<file path="src/rtl/cdb_arbiter.sv">
// CDB arbiter: round-robin grant of EU results onto a registered
// result bus with a valid/ready handshake toward the ROB.
package expipe_pkg;
  localparam int EU_N = 4;

  typedef struct packed {
    logic [5:0]  rob_idx;
    logic [31:0] res_value;
    logic        except_raised;
    logic [4:0]  except_code;
    logic [4:0]  flags;
  } cdb_data_t;
endpackage

module cdb_arbiter
  import expipe_pkg::*;
#(
  parameter int N_EU = EU_N
) (
  input  logic                  clk_i,
  input  logic                  rst_i,
  input  logic                  flush_i,
  input  logic [N_EU-1:0]       eu_valid_i,
  output logic [N_EU-1:0]       eu_ready_o,
  input  cdb_data_t [N_EU-1:0]  eu_data_i,
  output logic                  cdb_valid_o,
  input  logic                  cdb_ready_i,
  output cdb_data_t             cdb_data_o
);

  localparam int PW = $clog2(N_EU);

  cdb_data_t     out_q;
  logic          valid_q;
  logic [PW-1:0] prio_q;

  logic          load_en;
  logic          found;
  logic          grant;
  logic [PW-1:0] winner;
  logic [PW-1:0] prio_nxt;
  logic [PW:0]   sum;

  // Register is free or drains this cycle; held low in reset so no
  // EU handshake completes while the state is being cleared.
  assign load_en = ~rst_i & ~flush_i & (~valid_q | cdb_ready_i);

  always_comb begin
    found  = 1'b0;
    winner = '0;
    sum    = '0;
    for (int k = 0; k < N_EU; k++) begin
      sum = {1'b0, prio_q} + (PW+1)'(k);
      if (sum >= (PW+1)'(N_EU))
        sum = sum - (PW+1)'(N_EU);
      if (!found && eu_valid_i[sum[PW-1:0]]) begin
        found  = 1'b1;
        winner = sum[PW-1:0];
      end
    end
  end

  assign grant = load_en & found;

  always_comb begin
    eu_ready_o = '0;
    if (grant)
      eu_ready_o[winner] = 1'b1;
  end

  always_comb begin
    if (winner == PW'(N_EU - 1))
      prio_nxt = '0;
    else
      prio_nxt = winner + PW'(1);
  end

  always_ff @(posedge clk_i or posedge rst_i) begin
    if (rst_i) begin
      out_q   <= '0;
      valid_q <= 1'b0;
      prio_q  <= '0;
    end else if (flush_i) begin
      valid_q <= 1'b0;
    end else if (load_en) begin
      if (found) begin
        out_q   <= eu_data_i[winner];
        valid_q <= 1'b1;
        prio_q  <= prio_nxt;
      end else begin
        valid_q <= 1'b0;
      end
    end
  end

  assign cdb_valid_o = valid_q;
  assign cdb_data_o  = out_q;

endmodule
</file>
<file path="config.mk">
export PLATFORM = sky130hd
export DESIGN_NAME = cdb_arbiter
export DESIGN_NICKNAME = d
export VERILOG_FILES = /design/src/rtl/cdb_arbiter.sv
export SDC_FILE = /design/constraint.sdc
export NUM_CORES = 1
export LEC_CHECK = 0
export BUFFER_PORTS_ARGS = -buffer_cell sky130_fd_sc_hd__buf_4
export CAP_MARGIN = 15
export CORE_AREA = 2 2 100 102
export DETAILED_ROUTE_END_ITERATION = 10
export DIE_AREA = 0 0 102 104
export PLACE_DENSITY = 0.74
export SYNTH_ARGS = -nofsm -noshare
export SYNTH_HDL_FRONTEND = slang
export SYNTH_SLANG_ARGS = --single-unit
</file>
<file path="constraint.sdc">
create_clock -name clk_i -period 1.8 [get_ports clk_i]
set_input_delay 0 -clock clk_i [delete_from_list [all_inputs] [get_ports clk_i]]
set_output_delay 0 -clock clk_i [all_outputs]
set_load 0.02 [all_outputs]
</file>
After elaboration in Yosys (flattened, before gate mapping)
Cells that the tools add are included.
{"block": "classes", "add_sub_neg": 8, "n_lt_le_gt_ge": 10, "eq_ne": 1, "muxes": 29, "bitwise": 7, "reduce_logical": 9}
{"operator": "49-bit binary-select mux with 2-bit select", "n": 1}
{"operator": "49-bit two-way mux", "n": 1}
{"operator": "2-bit two-way mux", "n": 9}
{"operator": "2-bit by 3-bit < comparator with 1-bit output (second input constant)", "n": 5}
{"operator": "1-bit two-way mux", "n": 12}
{"operator": "3-bit >= comparator (second input constant)", "n": 3}
{"operator": "1-bit binary-select mux with 2-bit select", "n": 4}
{"operator": "2-bit by 1-bit subtractor with 2-bit output (second input constant)", "n": 4}
{"operator": "2-bit by 2-bit adder with 3-bit output (second input constant)", "n": 2}
{"operator": "1-bit logical AND", "n": 4}
{"operator": "4-bit two-way mux", "n": 1}
{"operator": "2-bit by 1-bit adder with 3-bit output (second input constant)", "n": 1}
{"operator": "1-bit AND", "n": 3}
{"operator": "2-bit by 3-bit >= comparator with 1-bit output (second input constant)", "n": 1}
{"operator": "1-bit logical NOT", "n": 3}
{"operator": "1-bit inverter", "n": 3}
{"operator": "3-bit AND reduction", "n": 1}
{"operator": "2-bit by 1-bit adder with 2-bit output (second input constant)", "n": 1}
{"operator": "1-bit demux with 2-bit select", "n": 1}
{"operator": "2-bit equality test (second input constant)", "n": 1}
{"operator": "2-bit by 1-bit >= comparator with 1-bit output (second input constant)", "n": 1}
{"operator": "2-bit nonzero test", "n": 1}
{"operator": "1-bit bitwise OR", "n": 1}
{"block": "totals", "reg_bits": 52, "input_bits": 204, "word_cells": 71}

Logic depth before layout (Yosys ltp)
{"block": "logic_depth", "word_depth": 19, "ltp_mapped": 7, "mapped_depth_nobuf": 7}

Worst setup path after synthesis
No wires, ideal clock.
{"block": "synth_path", "path_kind": "register -> register", "start": "register prio_q[1]", "end": "register prio_q[1]", "setup_time_ps": 116, "t_arrival_ps": 1607, "t_required_ps": 1684, "setup_slack_ps": 76, "path_stages_with_launch": 8, "synth_period_minus_slack_ps": 1724, "path_cell_list": "dfrtp_1 > or3b_1 > o221ai_4 > inv_2 > buf_2 > ha_1 > nand2_1 > nand2_1"}
{"block": "synth_between", "elab_chain_len": 16, "word_cells_on_any_way": 41, "cone_classes": "add/sub: 8; order compare: 4; eq/ne: 1; mux: 21; reduce/logical: 7"}
{"item": "start, declared", "line_no": "35", "text": "logic [PW-1:0] prio_q;"}
{"item": "start signal, assigned", "line_no": "89", "text": "prio_q <= prio_nxt;"}
{"item": "parallel branches: the longest is 13 deep, another holds 2-bit by 1-bit adder with 3-bit output"}
{"item": "2-bit two-way mux (*)", "line_no": "56", "text": "if (!found && eu_valid_i[sum[PW-1:0]]) begin"}
{"item": "2-bit by 1-bit adder with 2-bit output or 2-bit equality test (tied branches)", "line_no": "75, 72"}
{"item": "2-bit two-way mux (*)", "line_no": "72", "text": "if (winner == PW'(N_EU - 1))"}
{"item": "named net prio_nxt[1]", "line_no": "41", "text": "logic [PW-1:0] prio_nxt;"}
Mark *: on every way through the listed nets, which the timed path passes. The select of a mux whose other input is x is not followed.
A chain may end at the register's enable or synchronous reset.

Final worst setup path
{"block": "layout_path", "start": "register prio_q[1]", "end": "output port eu_ready_o[3]"}
{"block": "layout_between", "elab_chain_len": 19, "word_cells_on_any_way": 44, "cone_classes": "add/sub: 7; order compare: 6; mux: 23; bitwise: 1; reduce/logical: 7"}
{"item": "parallel branches: the longest is 18 deep, another holds 2-bit by 1-bit adder with 3-bit output"}
{"item": "4-bit two-way mux (*)", "line_no": "67", "text": "if (grant)"}
{"item": "end, declared", "line_no": "24", "text": "output logic [N_EU-1:0] eu_ready_o,"}
Every way passes the cells marked *. The select of a mux whose other input is x is not followed.

==> results.sh <==
export IMPL_drt_wl_total_mm=17.6
export IMPL_violations="setup timing"
export IMPL_insertion_delay_ns=0.31
export IMPL_num_rows=36
export IMPL_finalMaxSlewViolations=0
export IMPL_synth_cell_types=28
export IMPL_clock_path_buffers=2
export IMPL_critPathKind="reg2out"
export IMPL_hold_viol_final=0
export IMPL_drt_initial_drc_count=289
export IMPL_clock_power_share_pct=8.6
export IMPL_relSlewSlack_pct=63.6
export IMPL_synth_nets=674
export IMPL_grt_busiest_layer="met2"
export IMPL_synth_enable_flop_cells=0
export IMPL_required_ns=1.80
export IMPL_io_pin_count=258
export IMPL_avgSynthCellArea_um2=7.34
export IMPL_clock_root_buffer="clkbuf_8"
export IMPL_final_cell_mix="buf_4 (267), nand2_1 (174), dlygate4sd3_1 (99)"
export IMPL_routedWlPerCell_um=18.2
export IMPL_r2r_start="prio_q[1]"
export IMPL_numPortBuffers=257
export IMPL_grt_usage_pct=29.6
export IMPL_cp_endpoint="eu_ready_o[3]"
export IMPL_fin_crit_ns=1.91
export IMPL_end_kind="output pin"
export IMPL_dieArea_um2=10600
export IMPL_layout_commonest_cell="buf_4"
export IMPL_ff2ff_path_depth=9
export IMPL_power_density_nw_per_um2=1130
export IMPL_dr_pass1_iters=4
export IMPL_yosys_warnings=0
export IMPL_cp_start_kind="flip-flop"
export IMPL_ys_seq_area_share_pct=37.8
export IMPL_numCtsBuffers=5
export IMPL_antenna_found_initial=0
export IMPL_start_util_pct=36.1
export IMPL_synth_seq_cells=52
export IMPL_grt_overflow_total=0
export IMPL_use_met1_pct=33.8
export IMPL_die_h_um=104
export IMPL_gp_congestion=0.895
export IMPL_intPower_mw=4.83
export IMPL_ys_flop_type="dfrtp_1"
export IMPL_fin_skew_ns=0.00545
export IMPL_grt_start_max_net_pins=50
export IMPL_grtUsageMet2_pct=53.1
export IMPL_min_from="eu_data_i[98]"
export IMPL_grt_pass1_wl_mm=25.2
export IMPL_p_leak_nw=3.56
export IMPL_dr_total_vias=5151
export IMPL_synth_largest_area_cell="dfrtp_1"
export IMPL_hp_class="in2reg"
export IMPL_dp_worst_setup_slack_ns=-0.144
export IMPL_p_seq_share_pct=24.6
export IMPL_area_delta_synth_final_pct=118
export IMPL_swShare_pct=43.0
export IMPL_setup_viol=50
export IMPL_num_nets_final=1039
export IMPL_ant_nets=0
export IMPL_finalCritPeriodShare_pct=106
export IMPL_setup_slack_ns=-0.105
export IMPL_p_comb_share_pct=66.8
export IMPL_p_switching_mw=3.64
export IMPL_dp_cells=841
export IMPL_synthesis_area_um2=3440
export IMPL_h_tree_depth=2
export IMPL_clk_transition_reported_paths_ns=0.10
export IMPL_design_core_area_um2=9550
export IMPL_drive_above_1_share_pct=49.1
export IMPL_cts_tree="built"
export IMPL_vias_per_cell=5.32
export IMPL_worst_pin_slew_ns=0.545
export IMPL_crit_start="prio_q[1]"
export IMPL_drcViolationCount=0
export IMPL_synth_area_leaders="dfrtp_1 (38%), nand2_1 (22%), a311oi_1 (9.7%)"
export IMPL_path_max_fanout=4
export IMPL_instances_no_fill=968
export IMPL_maxCapViolCount=0
export IMPL_grt_pass1_vias=5272
export IMPL_status="complete, but fails checks"
export IMPL_die_w_um=102
export IMPL_diodes=0
export IMPL_met3_usage_pct=5.78
export IMPL_max_freq_ghz=0.525
export IMPL_arrival_ns=1.91
export IMPL_synth_top_area_share_pct=37.8
export IMPL_r2r_setup_slack_ns=-0.09
export IMPL_synthCells=469
export IMPL_clkSinkCount=52
export IMPL_async_reset_ff_share_pct=100
export IMPL_rsz0062_at_grt="true"
export IMPL_rr_endpoint="cdb_data_o[14]"
export IMPL_hpwl_mm=9.91
export IMPL_peakVddDrop_mv=0.575
-- flip-flops by register name (all words and copies together), names as in the netlist --
| name | cells |
|---|---|
| cdb_data_o | 49 |
| prio_q | 2 |
| cdb_valid_o | 1 |
-- power groups by stage --
stage / logic (mW) / clock network [mW] / registers, mW
floorplan: 1.66 / 0 / 2.69
global placement: 4.08 / 0 / 2.05
detailed placement: 4.17 / 0 / 2.07
CTS: 4.85 / 0.741 / 2.06
global route: 5.98 / 0.783 / 2.14
finish: 5.66 / 0.729 / 2.08
-- Yosys cell counts (2+ instances only) --
library cell  instances
nor2_1               53
buf_4                 2
nand2b_1              3
clkbuf_1             16
o21ai_0               3
buf_2                16
a311oi_1             38
and3_1               51
dfrtp_1              52
buf_6                 2
inv_1                 4
a311oi_2             11
and2_1                2
nand2_1             202
-- per-stage QoR --
step | hold slack, ns | instance area (µm²) | total power [mW] | setup TNS (ns) | utilization [%]
after floorplan | 0.151 | 3440 | 4.35 | 0 | -
after global placement | 0.0835 | 5590 | 6.13 | -0.0172 | 58.6
after detailed placement | 0.0758 | 5590 | 6.24 | -3.75 | 58.6
after CTS | 0.00566 | 6970 | 7.65 | -2.02 | 73.0
after global routing | 0.00965 | 7510 | 8.90 | -5.90 | 78.6
final | 0.0182 | 7510 | 8.47 | -2.72 | 78.6
-- cells by family (layout without fill, tap and decap cells) --
group	Yosys count	in the layout	share of synthesized area (%)
AO/OA/AOI/OAI	59	59	16.9
adder cells (fa/ha/maj)	1	1	0.363
buffers and inverters	41	407	5.70
flip-flops	52	52	37.8
multiplexers	1	1	0.291
AND/OR/NAND/NOR	315	315	38.9
-- cell type report --
class | count | area [µm²]
flip-flops and latches | 52 | 1300
inverters | 5 | 21.3
clock buffers | 8 | 90.1
repair buffers | 394 | 3520
multi-input cells | 376 | 2410
well taps | 133 | 166
fillers | 614 | 2040
-- how the worst min path moves through the flow --
stage / end / slack [ns] / depth (start not counted)
after floorplan: cdb_data_o[10] / 0.15 / 2
after global placement: cdb_data_o[41] / 0.08 / 2
after detailed placement: cdb_data_o[41] / 0.08 / 2
after CTS: cdb_data_o[0] / 0.006 / 3
after global routing: cdb_data_o[0] / 0.01 / 3
final: cdb_data_o[0] / 0.02 / 3
-- layer usage --
layer / up-vias / wire (µm)
met5: - / 0
met4: 0 / 612
met3: 56 / 1310
met2: 284 / 9110
met1: 2479 / 6580
li1: 2332 / -
-- timing repair --
action / CTS / global route
cloned: 4 / 6
endpoints found under the setup margin: 52 / 53
endpoints found under the hold margin: 70 / 0
pin swaps: 5 / 16
setup buffers: 8 / 2
resized for setup: 30 / 90
hold buffers: 99 / 0
-- critical path, stage by stage, from the launching register on --
cell,delay [ns]
dfrtp_2,0.46
or3b_4,0.40
o221ai_4,0.11
inv_4,0.09
buf_12,0.14
ha_4,0.14
and2_4,0.13
buf_6,0.12
Note: power is estimated with default switching activity, not from simulation.
